`config.mk`:
```
export PLATFORM = sky130hd
export DESIGN_NAME = mdu_seq_flat
export DESIGN_NICKNAME = d
export VERILOG_FILES = /design/src/rtl/mdu_seq_if.sv /design/src/rtl/mdu_seq.sv /design/src/flat_wrapper.sv
export SDC_FILE = /design/constraint.sdc
export NUM_CORES = 2
export LEC_CHECK = 0
export ABC_AREA = 0
export CAP_MARGIN = 5
export CORE_UTILIZATION = 50
export CTS_CLUSTER_SIZE = 14
export DETAILED_ROUTE_END_ITERATION = 8
export DONT_BUFFER_PORTS = 1
export MAX_ROUTING_LAYER = met4
export PLACE_DENSITY = 0.63
export SLEW_MARGIN = 20
export SYNTH_ARGS = -nofsm -noshare
export SYNTH_HDL_FRONTEND = slang
export SYNTH_SLANG_ARGS = --single-unit
export TNS_END_PERCENT = 50
```
`constraint.sdc`:
```
create_clock -name clk_i -period 9.4 [get_ports clk_i]
set_clock_uncertainty 0.1 [all_clocks]
set_input_delay 2.82 -clock clk_i [delete_from_list [all_inputs] [get_ports clk_i]]
set_output_delay 2.82 -clock clk_i [all_outputs]
set_load 0.02 [all_outputs]
```
`src/rtl/mdu_seq_if.sv`:
```
// Request/response bundle for the multiply-divide unit.
// master drives the request side, slave (the unit) drives ready/result.
interface mdu_seq_if #(
  parameter int XLEN = 32
);
  logic            valid_i;
  logic            ready_o;
  logic [2:0]      op_i;
  logic [XLEN-1:0] rs1_i;
  logic [XLEN-1:0] rs2_i;
  logic            kill_i;
  logic            valid_o;
  logic [XLEN-1:0] result_o;
  logic            busy_o;

  modport master (
    output valid_i, op_i, rs1_i, rs2_i, kill_i,
    input  ready_o, valid_o, result_o, busy_o
  );

  modport slave (
    input  valid_i, op_i, rs1_i, rs2_i, kill_i,
    output ready_o, valid_o, result_o, busy_o
  );
endinterface

```
`src/rtl/mdu_seq.sv`:
```
// Sequential RV32M/RV64M multiply-divide unit with kill and divide fast paths.
// Ports: clk_i, rst_i (sync, active high), bus (mdu_seq_if.slave).
module mdu_seq #(
  parameter int XLEN        = 32,
  parameter int MUL_LATENCY = 2
) (
  input  logic     clk_i,
  input  logic     rst_i,
  mdu_seq_if.slave bus
);
  localparam int CW = $clog2(XLEN + MUL_LATENCY + 2);
  localparam logic [CW-1:0] MUL_LAST = CW'(MUL_LATENCY - 1);
  localparam logic [CW-1:0] DIV_LAST = CW'(XLEN + 1);
  localparam logic [XLEN-1:0] MIN_NEG = {1'b1, {(XLEN-1){1'b0}}};

  typedef enum logic [2:0] {
    S_IDLE, S_MUL, S_DIV, S_FAST, S_DONE
  } state_e;

  state_e          state_q, state_d;
  logic [1:0]      op_q, op_d;
  logic [XLEN-1:0] a_q, a_d;
  logic [XLEN-1:0] b_q, b_d;
  logic [XLEN-1:0] rem_q, rem_d;
  logic [XLEN-1:0] res_q, res_d;
  logic [XLEN-1:0] out_q, out_d;
  logic [CW-1:0]   cnt_q, cnt_d;
  logic            nq_q, nq_d;
  logic            nr_q, nr_d;

  logic accept;
  logic is_fast;
  logic ready;
  logic valid;
  logic busy;

  assign accept = bus.valid_i & (state_q == S_IDLE)
                & ~bus.kill_i;

  // Divide by zero, or signed most-negative / -1.
  assign is_fast = (bus.rs2_i == '0)
                 | (~bus.op_i[0]
                    & (bus.rs1_i == MIN_NEG)
                    & (bus.rs2_i == '1));

  // State register
  always_ff @(posedge clk_i) begin
    if (rst_i) state_q <= S_IDLE;
    else       state_q <= state_d;
  end

  // Next state
  always_comb begin
    state_d = state_q;
    case (state_q)
      S_IDLE: begin
        if (accept) begin
          if (!bus.op_i[2])  state_d = S_MUL;
          else if (is_fast)  state_d = S_FAST;
          else               state_d = S_DIV;
        end
      end
      S_MUL:  if (cnt_q == MUL_LAST) state_d = S_DONE;
      S_DIV:  if (cnt_q == DIV_LAST) state_d = S_DONE;
      S_FAST: state_d = S_DONE;
      S_DONE: state_d = S_IDLE;
      default: state_d = S_IDLE;
    endcase
    if (bus.kill_i && state_q != S_IDLE)
      state_d = S_IDLE;
  end

  // FSM outputs
  always_comb begin
    ready = (state_q == S_IDLE);
    busy  = ~ready;
    valid = (state_q == S_DONE) & ~bus.kill_i;
  end

  assign bus.ready_o  = ready;
  assign bus.busy_o   = busy;
  assign bus.valid_o  = valid;
  // A killed DONE cycle must not expose the new result.
  assign bus.result_o = valid ? res_q : out_q;

  // Multiplier: sign-extend each operand by one bit
  // per op, then one 2*XLEN product covers all four.
  logic [XLEN:0]     ma, mb;
  logic [2*XLEN-1:0] pa, pb, prod;
  logic [XLEN-1:0]   mul_res;

  always_comb begin
    ma = {(op_q != 2'b11) & a_q[XLEN-1], a_q};
    mb = {(op_q == 2'b01) & b_q[XLEN-1], b_q};
    pa = {{(XLEN-1){ma[XLEN]}}, ma};
    pb = {{(XLEN-1){mb[XLEN]}}, mb};
    prod = pa * pb;
    if (op_q == 2'b00) mul_res = prod[XLEN-1:0];
    else               mul_res = prod[2*XLEN-1:XLEN];
  end

  logic [XLEN-1:0] fast_res;

  always_comb begin
    if (b_q == '0) fast_res = op_q[1] ? a_q : '1;
    else           fast_res = op_q[1] ? '0 : a_q;
  end

  // Restoring step: a_q shifts out dividend bits
  // and shifts in quotient bits.
  logic [XLEN:0] rsh, diff;
  logic          sgn;

  always_comb begin
    rsh  = {rem_q, a_q[XLEN-1]};
    diff = rsh - {1'b0, b_q};
    sgn  = ~op_q[0];
  end

  always_comb begin
    op_d  = op_q;
    a_d   = a_q;
    b_d   = b_q;
    rem_d = rem_q;
    res_d = res_q;
    cnt_d = cnt_q;
    nq_d  = nq_q;
    nr_d  = nr_q;
    out_d = valid ? res_q : out_q;
    case (state_q)
      S_IDLE: begin
        if (accept) begin
          op_d  = bus.op_i[1:0];
          a_d   = bus.rs1_i;
          b_d   = bus.rs2_i;
          cnt_d = '0;
        end
      end
      S_MUL: begin
        cnt_d = cnt_q + CW'(1);
        res_d = mul_res;
      end
      S_FAST: res_d = fast_res;
      S_DIV: begin
        cnt_d = cnt_q + CW'(1);
        if (cnt_q == '0) begin
          nq_d  = sgn & (a_q[XLEN-1] ^ b_q[XLEN-1]);
          nr_d  = sgn & a_q[XLEN-1];
          a_d   = (sgn & a_q[XLEN-1]) ? -a_q : a_q;
          b_d   = (sgn & b_q[XLEN-1]) ? -b_q : b_q;
          rem_d = '0;
        end else if (cnt_q == DIV_LAST) begin
          if (op_q[1]) res_d = nr_q ? -rem_q : rem_q;
          else         res_d = nq_q ? -a_q : a_q;
        end else begin
          rem_d = diff[XLEN] ? rsh[XLEN-1:0]
                             : diff[XLEN-1:0];
          a_d   = {a_q[XLEN-2:0], ~diff[XLEN]};
        end
      end
      default: ;
    endcase
  end

  always_ff @(posedge clk_i) begin
    if (rst_i) begin
      op_q  <= '0;
      a_q   <= '0;
      b_q   <= '0;
      rem_q <= '0;
      res_q <= '0;
      out_q <= '0;
      cnt_q <= '0;
      nq_q  <= 1'b0;
      nr_q  <= 1'b0;
    end else begin
      op_q  <= op_d;
      a_q   <= a_d;
      b_q   <= b_d;
      rem_q <= rem_d;
      res_q <= res_d;
      out_q <= out_d;
      cnt_q <= cnt_d;
      nq_q  <= nq_d;
      nr_q  <= nr_d;
    end
  end
endmodule

```
`src/flat_wrapper.sv`:
```
// flat-port wrapper written by rule: the top's interface ports become plain ports
module mdu_seq_flat 
#(
  parameter int XLEN        = 32,
  parameter int MUL_LATENCY = 2
)
  (clk_i, rst_i, bus_valid_i, bus_op_i, bus_rs1_i, bus_rs2_i, bus_kill_i, bus_ready_o, bus_valid_o, bus_result_o, bus_busy_o);
  mdu_seq_if #(.XLEN(XLEN)) bus_i ();
  input  logic clk_i;
  input  logic rst_i;
  input wire logic [$bits(bus_i.valid_i)-1:0] bus_valid_i;
  input wire logic [$bits(bus_i.op_i)-1:0] bus_op_i;
  input wire logic [$bits(bus_i.rs1_i)-1:0] bus_rs1_i;
  input wire logic [$bits(bus_i.rs2_i)-1:0] bus_rs2_i;
  input wire logic [$bits(bus_i.kill_i)-1:0] bus_kill_i;
  output wire logic [$bits(bus_i.ready_o)-1:0] bus_ready_o;
  output wire logic [$bits(bus_i.valid_o)-1:0] bus_valid_o;
  output wire logic [$bits(bus_i.result_o)-1:0] bus_result_o;
  output wire logic [$bits(bus_i.busy_o)-1:0] bus_busy_o;
  assign bus_i.valid_i = bus_valid_i;
  assign bus_i.op_i = bus_op_i;
  assign bus_i.rs1_i = bus_rs1_i;
  assign bus_i.rs2_i = bus_rs2_i;
  assign bus_i.kill_i = bus_kill_i;
  assign bus_ready_o = bus_i.ready_o;
  assign bus_valid_o = bus_i.valid_o;
  assign bus_result_o = bus_i.result_o;
  assign bus_busy_o = bus_i.busy_o;
  mdu_seq #(.XLEN(XLEN), .MUL_LATENCY(MUL_LATENCY)) u_core (.clk_i(clk_i), .rst_i(rst_i), .bus(bus_i));
endmodule
```
==> flow_summary.ini <==
[status]
status = finished with violations
failed_checks = design-rule violations

[detailed_routing]
route.detailed.drc = 18
drtPass1Iterations = 9
detail-route-antenna-nets = 0
wirelength_mm = 188.2
dr_total_vias = 42140
wl_per_cell_um = 26.46
vias_per_cell = 5.927
drt_iter0_drc = 4387

[cts]
clockBufferDepth = 2
cts-root-buf = clkbuf_16
numCtsBuffers = 17
cts_sinks = 173
clk_latency_ns = 0.48
cts_setup_buffers = 0
cts_max_level = 4
tritoncts = yes
clkTransAtPathRegs_ns = 0.08

[grt]
grt_most_used_layer = met2
met1_usage_pct = 50.85
antenna_found_initial = 14
overflow = 0
use_met2_pct = 55.99
track_usage_pct = 38.71
grt_max_degree = 87
grt_pass1_vias = 42688
grt_pass1_wl_mm = 281.2
use_met3_pct = 9.589

[critical_path]
max_stage_delay_ns = 1.09
worstPathArrival_ns = 9.39
worst-setup-path-type = reg2reg
worst_ep_required_time_ns = 9.68
start_kind = flip-flop
cpMaxStageDelayCell = dfxtp_1
r2r_cells = 26
critPathMaxFanout = 13
path_common_cell = fa_1
r2r_end = u_core.res_q[26]
end_kind = flip-flop
worstReg2RegStart = u_core.b_q[9]
reg2reg_slack_ns = 0.29

[final_layout]
fillers = 9492
final_core_util_pct = 53.46
drive_above_1_share_pct = 6.110
multi_input_area_um2 = 40790
area_delta_synth_final_pct = 5.261
fin_area_um2 = 52920
fin_cells = 7110
nNetsFinal = 7246
register_area_um2 = 3512

[placed_design]
io_buffer_count = 0
gp_congestion = 1.053
dpl.hpwl_mm = 148.0
placed_area_um2 = 52260
preCtsSetupSlack_ns = 0.3459
post-place-cells = 7065

[power_and_ir_drop]
ir_worst_vdd_mv = 0.1056
p_total_mw = 5.251
p_leak_nw = 24.09
p_comb_share_pct = 66.5
p_sw_mw = 2.866
p_per_area_nw_per_um2 = 99.23
sw_frac_of_total_pct = 54.57
p_int_mw = 2.385
seq_power_share_pct = 18.6
pwr-share-clk_pct = 14.9

[synthesis]
async_flop_share_pct = 0
yosys_warnings = 0
syn-cell-area_um2 = 50280
syn_inst = 5954
ys_seq_elements = 173
synth-edff-count = 0
yosysSeqAreaShare_pct = 6.889
syn_area_per_cell_um2 = 8.444
synth_fp_nets = 7403
synth_ff_type = dfxtp_1
ys_types = 89

[job]
max_cap_viol_count = 0

[timing]
slew_violations = 0
timing_hold_violations_final = 0
rsz0062_at_grt = true
fmax_mhz = 109.7
setup_viol = 0
maxSlewHeadroom_pct = 14.65
finalHoldWorstSlack_ns = 0.4056
finalSetupTns_ns = 0
worst_slew_pin_slew_ns = 1.279
timing.final.crit_share_pct = 96.96
setup_slack_ns = 0.2857
post-route-min-period_ns = 9.114

[floorplan]
fp.dieW_um = 319.1
start_util_pct = 50.79
dieArea_um2 = 101800
rows = 115
die-height_um = 319.1
fp.coreArea_um2 = 98990
ios = 106

[worst_hold_path]
hp-start = u_core.cnt_q[4]
min_path_cells = 1
min_to = u_core.cnt_q[4]
min_path_type = reg2reg
==> critical path: cells and delay by family (launching register included) <==
kind | cells | cell delay, ns
DFF | 1 | 1.09
AOI/OAI and AO/OA | 9 | 2.50
and+or+nand+nor | 2 | 0.22
adders and majority gates | 9 | 4.41
buffers and inverters | 6 | 0.67
==> registers in the layout (all words and copies together) (netlist names) <==
| register | cells |
|---|---|
| u_core.state_q | 3 |
| u_core.res_q | 32 |
| u_core.a_q | 32 |
| u_core.b_q | 32 |
| u_core.out_q | 32 |
| u_core.nq_q | 1 |
| u_core.rem_q | 32 |
| u_core.nr_q | 1 |
| u_core.cnt_q | 6 |
| u_core.op_q | 2 |
==> cells in the final DEF, fill, tap and decap left out, types with 15 or more instances in the layout <==
cell,instances
and3_1,22
a211oi_1,45
ha_1,252
nand3_1,39
a21o_1,39
dfxtp_2,39
buf_12,17
xnor2_1,114
xor2_1,52
nand2b_1,20
a31oi_1,18
o21bai_1,15
o21ai_0,182
fa_1,1126
nand2_1,987
and2_1,246
nand4_1,29
a221oi_1,21
nor4_1,27
a21oi_1,221
o211ai_1,29
nor3_1,56
clkbuf_16,17
buf_4,179
dfxtp_1,134
or3_1,32
mux2_2,33
inv_1,1238
o31ai_1,23
or2_2,19
nor2_1,285
mux2i_1,37
==> how the worst max path moves through the flow <==
stage                    from                to  slack, ns  cells after the start
3_5_place_dp   u_core.a_q[31]  u_core.res_q[30]       0.35                     28
5_1_grt        u_core.a_q[31]  u_core.res_q[26]     -0.004                     26
6_report        u_core.b_q[9]  u_core.res_q[26]       0.29                     26
2_1_floorplan  u_core.a_q[31]  u_core.res_q[26]       1.03                     28
3_3_place_gp   u_core.a_q[31]  u_core.res_q[30]       0.43                     28
4_1_cts        u_core.a_q[31]  u_core.res_q[30]       0.32                     28
==> per-layer routing <==
metal / vias up / routed length [um] / share of wire [%]
met3: 515 / 21190 / 11
met1: 21561 / 75260 / 40
li1: 17801 / - / -
met4: 0 / 11530 / 6.1
met5: - / 0 / 0
met2: 2263 / 80190 / 43
==> cell usage after synthesis, types with 20 or more instances <==
library cell	count	area share [%]
inv_1	1239	9.3
nor3_1	56	0.56
fa_1	1126	45
mux2_2	33	0.74
or3_1	32	0.40
ha_1	252	6.3
nor4_1	27	0.34
mux2i_1	37	0.74
nor2_1	290	2.2
xnor2_1	114	2.0
clkbuf_1	328	2.4
o211ai_1	29	0.43
and2_1	246	3.1
nand2b_1	20	0.25
nand2_1	988	7.4
o21ai_0	182	1.8
a21oi_1	221	2.2
a211oi_1	45	0.67
buf_1	35	0.26
and3_1	22	0.27
a221oi_1	21	0.37
nand4_1	29	0.36
o31ai_1	23	0.34
xor2_1	52	0.91
dfxtp_1	173	6.9
nand3_1	39	0.39
a21o_1	39	0.58
==> area by class of cell <==
class / count / area share (%)
inverter: 1243 / 8.824
timing repair buffer: 197 / 3.204
tap: 1287 / 3.043
multi-input combinational: 4165 / 77.08
antenna: 13 / 0.06147
sequential: 173 / 6.637
clock buffer: 18 / 0.8110
clock inverter: 14 / 0.3405
==> cells by family (layout without fill, tap and decap cells) <==
logic type / after synthesis / after routing / share of synthesized area [%]
simple gates: 1824 / 1824 / 16.32
buf+inv: 1616 / 1472 / 12.12
fa+ha+maj: 1379 / 1379 / 51.13
compound gates: 725 / 725 / 9.146
flops: 173 / 173 / 6.889
xor+xnor: 167 / 167 / 2.924
mux: 70 / 70 / 1.476
other cells: 0 / 13 / 0
==> power by group through the flow <==
stage | combinational [mW] | sequential (mW) | clock, mW
after floorplan | 2.28 | 0.802 | 0
after global placement | 3.33 | 0.979 | 0
after detailed placement | 3.36 | 0.979 | 0
after CTS | 3.38 | 0.962 | 0.780
after global routing | 3.79 | 0.971 | 0.815
final | 3.49 | 0.975 | 0.783
==> timing repair <==
| action | in CTS | in global routing |
|---|---|---|
| hold buffers | 0 | 0 |
| gates resized for setup | 0 | 3 |
| endpoints found under the setup margin | 0 | 1 |
Power figures use the tool's default switching activity.
